--- src/rtl/nes_pad_scanner.sv ---
// nes_pad_scanner: scans NUM_CH serial NES/SNES pads in lock-step and
// publishes a frame-atomic, active-high button vector with change flags.
module nes_pad_scanner #(
    parameter int NUM_CH   = 2,
    parameter int NUM_BITS = 8,
    parameter int CLK_HZ   = 100_000_000,
    parameter int LATCH_US = 12,
    parameter int HALF_US  = 6,
    parameter int POLL_HZ  = 60
) (
    input  logic                       sysclk,
    input  logic                       reset_high,
    input  logic                       enable,
    input  logic                       scan_req,
    input  logic [NUM_CH-1:0]          nes_data,
    output logic [NUM_CH-1:0]          nes_latch,
    output logic [NUM_CH-1:0]          nes_pulse,
    output logic [NUM_CH*NUM_BITS-1:0] buttons,
    output logic                       buttons_valid,
    output logic [NUM_CH-1:0]          changed,
    output logic [15:0]                frame_cnt,
    output logic                       busy
);
    localparam int LATCH_CYC = CLK_HZ / 1_000_000 * LATCH_US;
    localparam int HALF_CYC  = CLK_HZ / 1_000_000 * HALF_US;
    localparam int POLL_CYC  = CLK_HZ / POLL_HZ;
    localparam int MAX_CYC   = (LATCH_CYC > HALF_CYC) ? LATCH_CYC : HALF_CYC;
    localparam int TW        = $clog2(MAX_CYC) + 1;
    localparam int PW        = $clog2(POLL_CYC) + 1;
    localparam int KW        = $clog2(NUM_BITS);

    localparam logic [TW-1:0] LATCH_END = TW'(LATCH_CYC - 1);
    localparam logic [TW-1:0] HALF_END  = TW'(HALF_CYC - 1);
    localparam logic [PW-1:0] POLL_END  = PW'(POLL_CYC - 1);
    localparam logic [KW-1:0] K_END     = KW'(NUM_BITS - 1);

    typedef enum logic [2:0] {IDLE, LATCH, LOW, HIGH, DONE} state_t;

    state_t                     state, state_next;
    logic [NUM_CH-1:0]          sync_a, sync_b;
    logic [PW-1:0]              poll_cnt;
    logic [TW-1:0]              t;
    logic [KW-1:0]              k;
    logic                       pending;
    logic [NUM_CH*NUM_BITS-1:0] shreg;
    logic                       tick, start;
    logic                       latch_d, pulse_d, busy_d;
    logic [NUM_CH-1:0]          chg_d;

    assign tick  = enable && (poll_cnt == POLL_END);
    assign start = tick || scan_req;

    // pad data is asynchronous; idle high like a disconnected pad
    always_ff @(posedge sysclk or posedge reset_high) begin
        if (reset_high) begin
            sync_a <= '1;
            sync_b <= '1;
        end else begin
            sync_a <= nes_data;
            sync_b <= sync_a;
        end
    end

    always_ff @(posedge sysclk or posedge reset_high) begin
        if (reset_high)              poll_cnt <= '0;
        else if (!enable)            poll_cnt <= '0;
        else if (poll_cnt == POLL_END) poll_cnt <= '0;
        else                         poll_cnt <= poll_cnt + 1'b1;
    end

    always_ff @(posedge sysclk or posedge reset_high) begin
        if (reset_high) state <= IDLE;
        else            state <= state_next;
    end

    always_comb begin
        state_next = state;
        unique case (state)
            IDLE:    if (start || pending) state_next = LATCH;
            LATCH:   if (t == LATCH_END)   state_next = LOW;
            LOW:     if (t == HALF_END)    state_next = HIGH;
            HIGH:    if (t == HALF_END)
                         state_next = (k == K_END) ? DONE : LOW;
            DONE:    state_next = IDLE;
            default: state_next = IDLE;
        endcase
    end

    always_comb begin
        latch_d = 1'b0;
        pulse_d = 1'b0;
        busy_d  = 1'b0;
        unique case (state_next)
            LATCH:   begin latch_d = 1'b1; busy_d = 1'b1; end
            LOW:     busy_d = 1'b1;
            HIGH:    begin pulse_d = 1'b1; busy_d = 1'b1; end
            DONE:    busy_d = 1'b1;
            default: ;
        endcase
        chg_d = '0;
        for (int c = 0; c < NUM_CH; c++)
            chg_d[c] = shreg[c*NUM_BITS +: NUM_BITS]
                    != buttons[c*NUM_BITS +: NUM_BITS];
    end

    // IDLE always leaves on start|pending, so it consumes both
    always_ff @(posedge sysclk or posedge reset_high) begin
        if (reset_high)         pending <= 1'b0;
        else if (state == IDLE) pending <= 1'b0;
        else if (start)         pending <= 1'b1;
    end

    always_ff @(posedge sysclk or posedge reset_high) begin
        if (reset_high) begin
            t     <= '0;
            k     <= '0;
            shreg <= '0;
        end else begin
            if (state_next != state || state == IDLE) t <= '0;
            else                                      t <= t + 1'b1;
            if (state == LATCH)
                k <= '0;
            else if (state == HIGH && t == HALF_END)
                k <= k + 1'b1;
            if (state == LOW && t == HALF_END)
                for (int c = 0; c < NUM_CH; c++)
                    shreg[c*NUM_BITS + int'(k)] <= ~sync_b[c];
        end
    end

    always_ff @(posedge sysclk or posedge reset_high) begin
        if (reset_high) begin
            nes_latch     <= '0;
            nes_pulse     <= '0;
            busy          <= 1'b0;
            buttons       <= '0;
            buttons_valid <= 1'b0;
            changed       <= '0;
            frame_cnt     <= '0;
        end else begin
            nes_latch     <= {NUM_CH{latch_d}};
            nes_pulse     <= {NUM_CH{pulse_d}};
            busy          <= busy_d;
            buttons_valid <= (state == DONE);
            if (state == DONE) begin
                buttons   <= shreg;
                changed   <= chg_d;
                frame_cnt <= frame_cnt + 1'b1;
            end else begin
                changed   <= '0;
            end
        end
    end
endmodule

--- config.mk ---
export PLATFORM = sky130hd
export DESIGN_NAME = nes_pad_scanner
export DESIGN_NICKNAME = d
export VERILOG_FILES = /design/src/rtl/nes_pad_scanner.sv
export SDC_FILE = /design/constraint.sdc
export NUM_CORES = 1
export LEC_CHECK = 0
export CORE_MARGIN = 2
export CORE_UTILIZATION = 25
export CTS_BUF_LIST = sky130_fd_sc_hd__clkbuf_8
export CTS_CLUSTER_SIZE = 30
export DETAILED_ROUTE_END_ITERATION = 6
export HOLD_SLACK_MARGIN = 0.15
export SETUP_SLACK_MARGIN = 0.1
export SLEW_MARGIN = 25
export SYNTH_ARGS = -nofsm -noshare
export SYNTH_HDL_FRONTEND = slang
export SYNTH_SLANG_ARGS = --single-unit
export TNS_END_PERCENT = 1
--- constraint.sdc ---
create_clock -name sysclk -period 3.7 [get_ports sysclk]
set_clock_uncertainty 0.1 [all_clocks]
set_input_delay 0.74 -clock sysclk [delete_from_list [all_inputs] [get_ports sysclk]]
set_output_delay 0.74 -clock sysclk [all_outputs]
set_load 0.03 [all_outputs]
-- After elaboration in Yosys (flattened, before gate mapping)
Index checks and enable logic that the tools add are counted.
W data, S select, Z words.
- equality and inequality tests: 15
- $lt $le $gt $ge: 4
- mux-type cells: 23
- bitwise gates (word level): 2
- reductions and logical operators: 12
- $add $sub $neg: 5
- operator list (kind ; count):
    $mux W22 ; 2
    $bwmux W16 ; 2
    $add A22 B1 Y22 const B ; 1
    $eq A22 B21 Y1 const B ; 1
    $mux W3 ; 7
    $add A16 B1 Y16 const B ; 1
    $ne A8 B8 Y1 ; 2
    $add A12 B1 Y12 const B ; 1
    $eq A12 B10 Y1 const B ; 1
    $eq A12 B11 Y1 const B ; 1
    $eq A3 B2 Y1 const B ; 4
    $mux W12 ; 1
    $pmux W3 S4 ; 1
    $eq A3 B3 Y1 const B ; 3
    $mux W1 ; 7
    $eq A3 B1 Y1 const B ; 2
    $add A4 B3 Y5 const A ; 1
    $ge A5 B1 Y1 const B ; 1
    $logic_and A1 B1 Y1 ; 5
    $lt A3 B5 Y1 const B ; 1
    $lt A5 B5 Y1 const B ; 1
    $demux W1 S4 ; 1
    $reduce_bool A2 Y1 ; 2
    $reduce_or A4 Y1 ; 1
    other kinds (8) ; 11
- logic and storage cells: 76
- output and inout bits: 40
- flip-flop bits (word level): 99

-- Depth between registers and ports, before layout
- word-level depth: 9
- gate-level depth with buffers: 7
- gate-level depth less buffers: 6

-- Worst setup path before layout
OpenSTA, ideal clock, no wires.
- path type: flip-flop to flip-flop
- from: reg t[0]
- to: reg shreg[12]
- path slack: 1790 ps
- data required time: 3476 ps
- stages on the path, launching flop included: 6
- period minus slack after synthesis: 1910 ps
- path buffers: 0
- arrival: 1686 ps
- path through: dfrtp_1 > ha_1 > and3_1 > nand4_1 > or4b_1 > mux2i_1
- cells in the longest elaborated chain, start to end: 2
- RTL lines (what ; line ; RTL):
    start, declared ; 42 ; logic [TW-1:0] t;
    start signal, assigned ; 120 ; else t <= t + 1'b1;
    $eq A12 B10 Y1 ; 125 ; if (state == LOW && t == HALF_END)
    $logic_and A1 B1 Y1 ; 125 ;
    end signal, assigned by index ; 127 ; shreg[c*NUM_BITS + int'(k)] <= ~sync_b[c];
    end, declared ; 45 ; logic [NUM_CH*NUM_BITS-1:0] shreg;
No other way between the ends.
A chain may end at the register's enable or synchronous reset.

-- Worst setup path in the final report
- from: reg t[0]
- to: reg shreg[4]
Same word-level chain as after synthesis.

==> metrics.yaml <==
cts:
  clk_latency_ns: 0.38
  numCtsBuffers: 9
  cts_sinks: 99
  htree_levels: 3
  ctsHoldBuffers: 0
  cts.reportedPaths.clkPinSlew_ns: 0.10
  tritoncts: "done"
  clk_root_buffer_cell: "clkbuf_8"
  cts.repair.resized: 0
  post_cts_buffers: 0
  cts.path.max_buffers: 2
sta:
  finalMaxSlewViolations: 0
  grt_setup_unrepaired: "no"
  slew_headroom_pct: 34.2
  finalCritPeriodShare_pct: 66.2
  worst_pin_slew_ns: 0.987
  period_minus_slack_ns: 2.45
  tns_ns: 0
  hold_violations: 0
  fmax_mhz: 409
  finalSetupViolations: 0
worst_setup_path:
  worstPathMaxFanout: 16
  worst_ep_arrival_time_ns: 2.61
  critPathMaxStageDelay_ns: 0.71
  start_kind: "flip-flop"
  critPathKind: "flip-flop to flip-flop"
  critPathCaptureType: "flip-flop"
  crit_required_ns: 3.87
  critPathSlowestCell: "or4b_1"
  r2r_slack_ns: 1.25
  path_cells: "ha_1, and3_1, nand4_1, or4b_1, mux2i_1"
yosys:
  avgSynthCellArea_sq_um: 10.4
  synth_seq_area_share_pct: 53.1
  synth_edf_count: 0
  synth_common_cells: "dfrtp_1, nand2_1, xor2_1"
  post-synth-top-count-cell: "dfrtp_1"
  post-synth-top-area-cell: "dfrtp_1"
  synth_nets: 462
  ys.flop_type: "dfrtp_1"
  synthTopCellsByArea: "dfrtp_1, xor2_1, nand2_1"
  synth_top_area_share_pct: 50.9
  synth_area_sq_um: 4670
  synthCells: 450
  async_flop_share_pct: 100
  synth_seq_cells: 99
  ys_warn_count: 0
  ys_types: 48
pwr:
  p_switching_w: 0.000443
  p_int_w: 0.00135
  irDropWorstVdd_mv: 0.148
  seqPwrFrac_pct: 61.0
  swShare_pct: 24.7
  p_leak_nw: 2.43
  powerDensity_nw_per_um2: 324
  clkPwrFrac_pct: 36.8
  combPwrFrac_pct: 2.2
grt:
  grt_pass1_wl_um: 16800
  antenna_found_initial: 0
  grt_max_degree: 55
  track_usage_pct: 10.4
  grt_pass1_vias: 3365
  grt.overflow.total: 0
run:
  cap_violations: 0
placement:
  dp_hpwl_um: 6870
  placed_area_sq_um: 5360
  gp_congestion: 0.837
  io_buffers: 45
drt:
  first_iter_violations: 243
  drtPass1Iterations: 4
  ant_nets: 0
  avgViaCountPerCell: 4.68
  routedWlPerCell_um: 13.4
  num_vias: 3391
  totalWireLength_um: 9740
  drcViolationCount: 0
die:
  coreArea_sq_um: 18100
  die_area_sq_um: 19800
  die_height_um: 141
  start_util_pct: 25.7
  ioPinCount: 46
  fp-row-count: 49
  die_x_um: 141
layout:
  nNetsFinal: 503
  area_growth_pct: 18.7
  diodes: 0
  multiInputGateArea_sq_um: 2050
  final_area_sq_um: 5540
  fin_util_pct: 30.5
  drive_above_1_share_pct: 7.86
  seq_area_sq_um: 2480
  fillers: 1862
min_path:
  hold_path_class: "flip-flop to flip-flop"
outcome:
  status: "complete, no violations"
[cell type report]
| type | count | share of cell area (%) |
|---|---|---|
| clock buffers | 9 | 2.23 |
| clock inverters | 7 | 1.06 |
| inverters | 17 | 1.20 |
| multi-input cells | 318 | 37.1 |
| flip-flops and latches | 99 | 44.8 |
| well taps | 229 | 5.17 |
| repair buffers | 46 | 8.49 |
[state kept, by name, indices dropped and copies added, names as in the netlist]
register	flops
busy	1
buttons	16
buttons_valid	1
changed	2
frame_cnt	16
k	3
nes_latch	1
nes_pulse	1
pending	1
poll_cnt	22
shreg	16
state	3
sync_a	2
sync_b	2
t	12
[metal layers]
metal / GRT usage (%) / share of wire, % / wire, um / vias to the layer above
met1: 13.5 / 47 / 4550 / 1664
met3: 3.40 / 4.5 / 436 / 7
met5: 0 / 0 / 0 / -
li1: - / - / - / 1658
met2: 16.9 / 48 / 4670 / 62
met4: 2.58 / 0.84 / 82 / 0
[power groups by stage]
stage / Combinational [W] / Sequential (W) / Clock (W)
detailed placement: 0.0000424 / 0.00112 / 0
CTS: 0.0000426 / 0.00110 / 0.000694
floorplan: 0.0000246 / 0.00111 / 0
finish: 0.0000399 / 0.00110 / 0.000662
global placement: 0.0000411 / 0.00112 / 0
global route: 0.0000472 / 0.00110 / 0.000736
[logic make-up (layout without fill, tap and decap cells)]
| logic type | count (synthesis) | after routing | synth area share [%] |
|---|---|---|---|
| adders and majority gates | 6 | 6 | 1.61 |
| and+or+nand+nor | 192 | 192 | 22.9 |
| DFF | 99 | 99 | 53.1 |
| muxes | 9 | 9 | 1.96 |
| buffers and inverters | 33 | 79 | 2.87 |
| xor gates and xnor gates | 56 | 56 | 10.5 |
| AOI/OAI and AO/OA | 55 | 55 | 6.99 |
[critical path: cells and delay by family (launching register included)]
kind / cells / cell delay, ns
AND/OR/NAND/NOR: 3 / 1.41
flip-flops: 1 / 0.41
adder cells (fa/ha/maj): 1 / 0.27
multiplexers: 1 / 0.16
[metrics by stage]
stage	worst slack, ns	instances	hold WS (ns)	total power [W]
2_1_floorplan	0.276	450	0.245	0.00114
5_1_grt	1.03	725	0.266	0.00188
3_3_place_gp	1.19	709	0.247	0.00116
3_5_place_dp	1.07	709	0.247	0.00116
4_1_cts	1.05	725	0.260	0.00183
6_report	1.25	725	0.260	0.00180
[cell usage in the layout (no fill, tap or decap), types with 4 or more instances in the layout]
| master | n |
|---|---|
| a311oi_1 | 6 |
| nand4_1 | 17 |
| clkdlybuf4s50_1 | 45 |
| or3_1 | 5 |
| nor4_1 | 8 |
| xnor2_1 | 19 |
| a21oi_1 | 12 |
| inv_1 | 16 |
| and2_1 | 5 |
| nor3_1 | 8 |
| or4_1 | 4 |
| or2_2 | 6 |
| clkbuf_8 | 9 |
| ha_1 | 6 |
| dfstp_2 | 4 |
| nand3_1 | 19 |
| nand2_1 | 53 |
| and4_1 | 8 |
| dfrtp_1 | 95 |
| xor2_1 | 37 |
| nor2_1 | 33 |
| o21ai_0 | 27 |
| mux2i_1 | 8 |
[worst paths after layout]
| check | startpoint | endpoint | cells past startpoint |
|---|---|---|---|
| min | sync_a[1]$_DFF_PP1_ | sync_b[1]$_DFF_PP1_ | 0 |
| min reg2reg | sync_a[1]$_DFF_PP1_ | sync_b[1]$_DFF_PP1_ | 0 |
| max reg2reg | t[0]$_DFF_PP0_ | shreg[4]$_DFFE_PP0P_ | 5 |
| max | t[0]$_DFF_PP0_ | shreg[4]$_DFFE_PP0P_ | 5 |
| min in group asynchronous | reset_high | shreg[12]$_DFFE_PP0P_ | 2 |
| max in group asynchronous | reset_high | sync_a[0]$_DFF_PP1_ | 3 |
(Power assumes the default switching activity.)
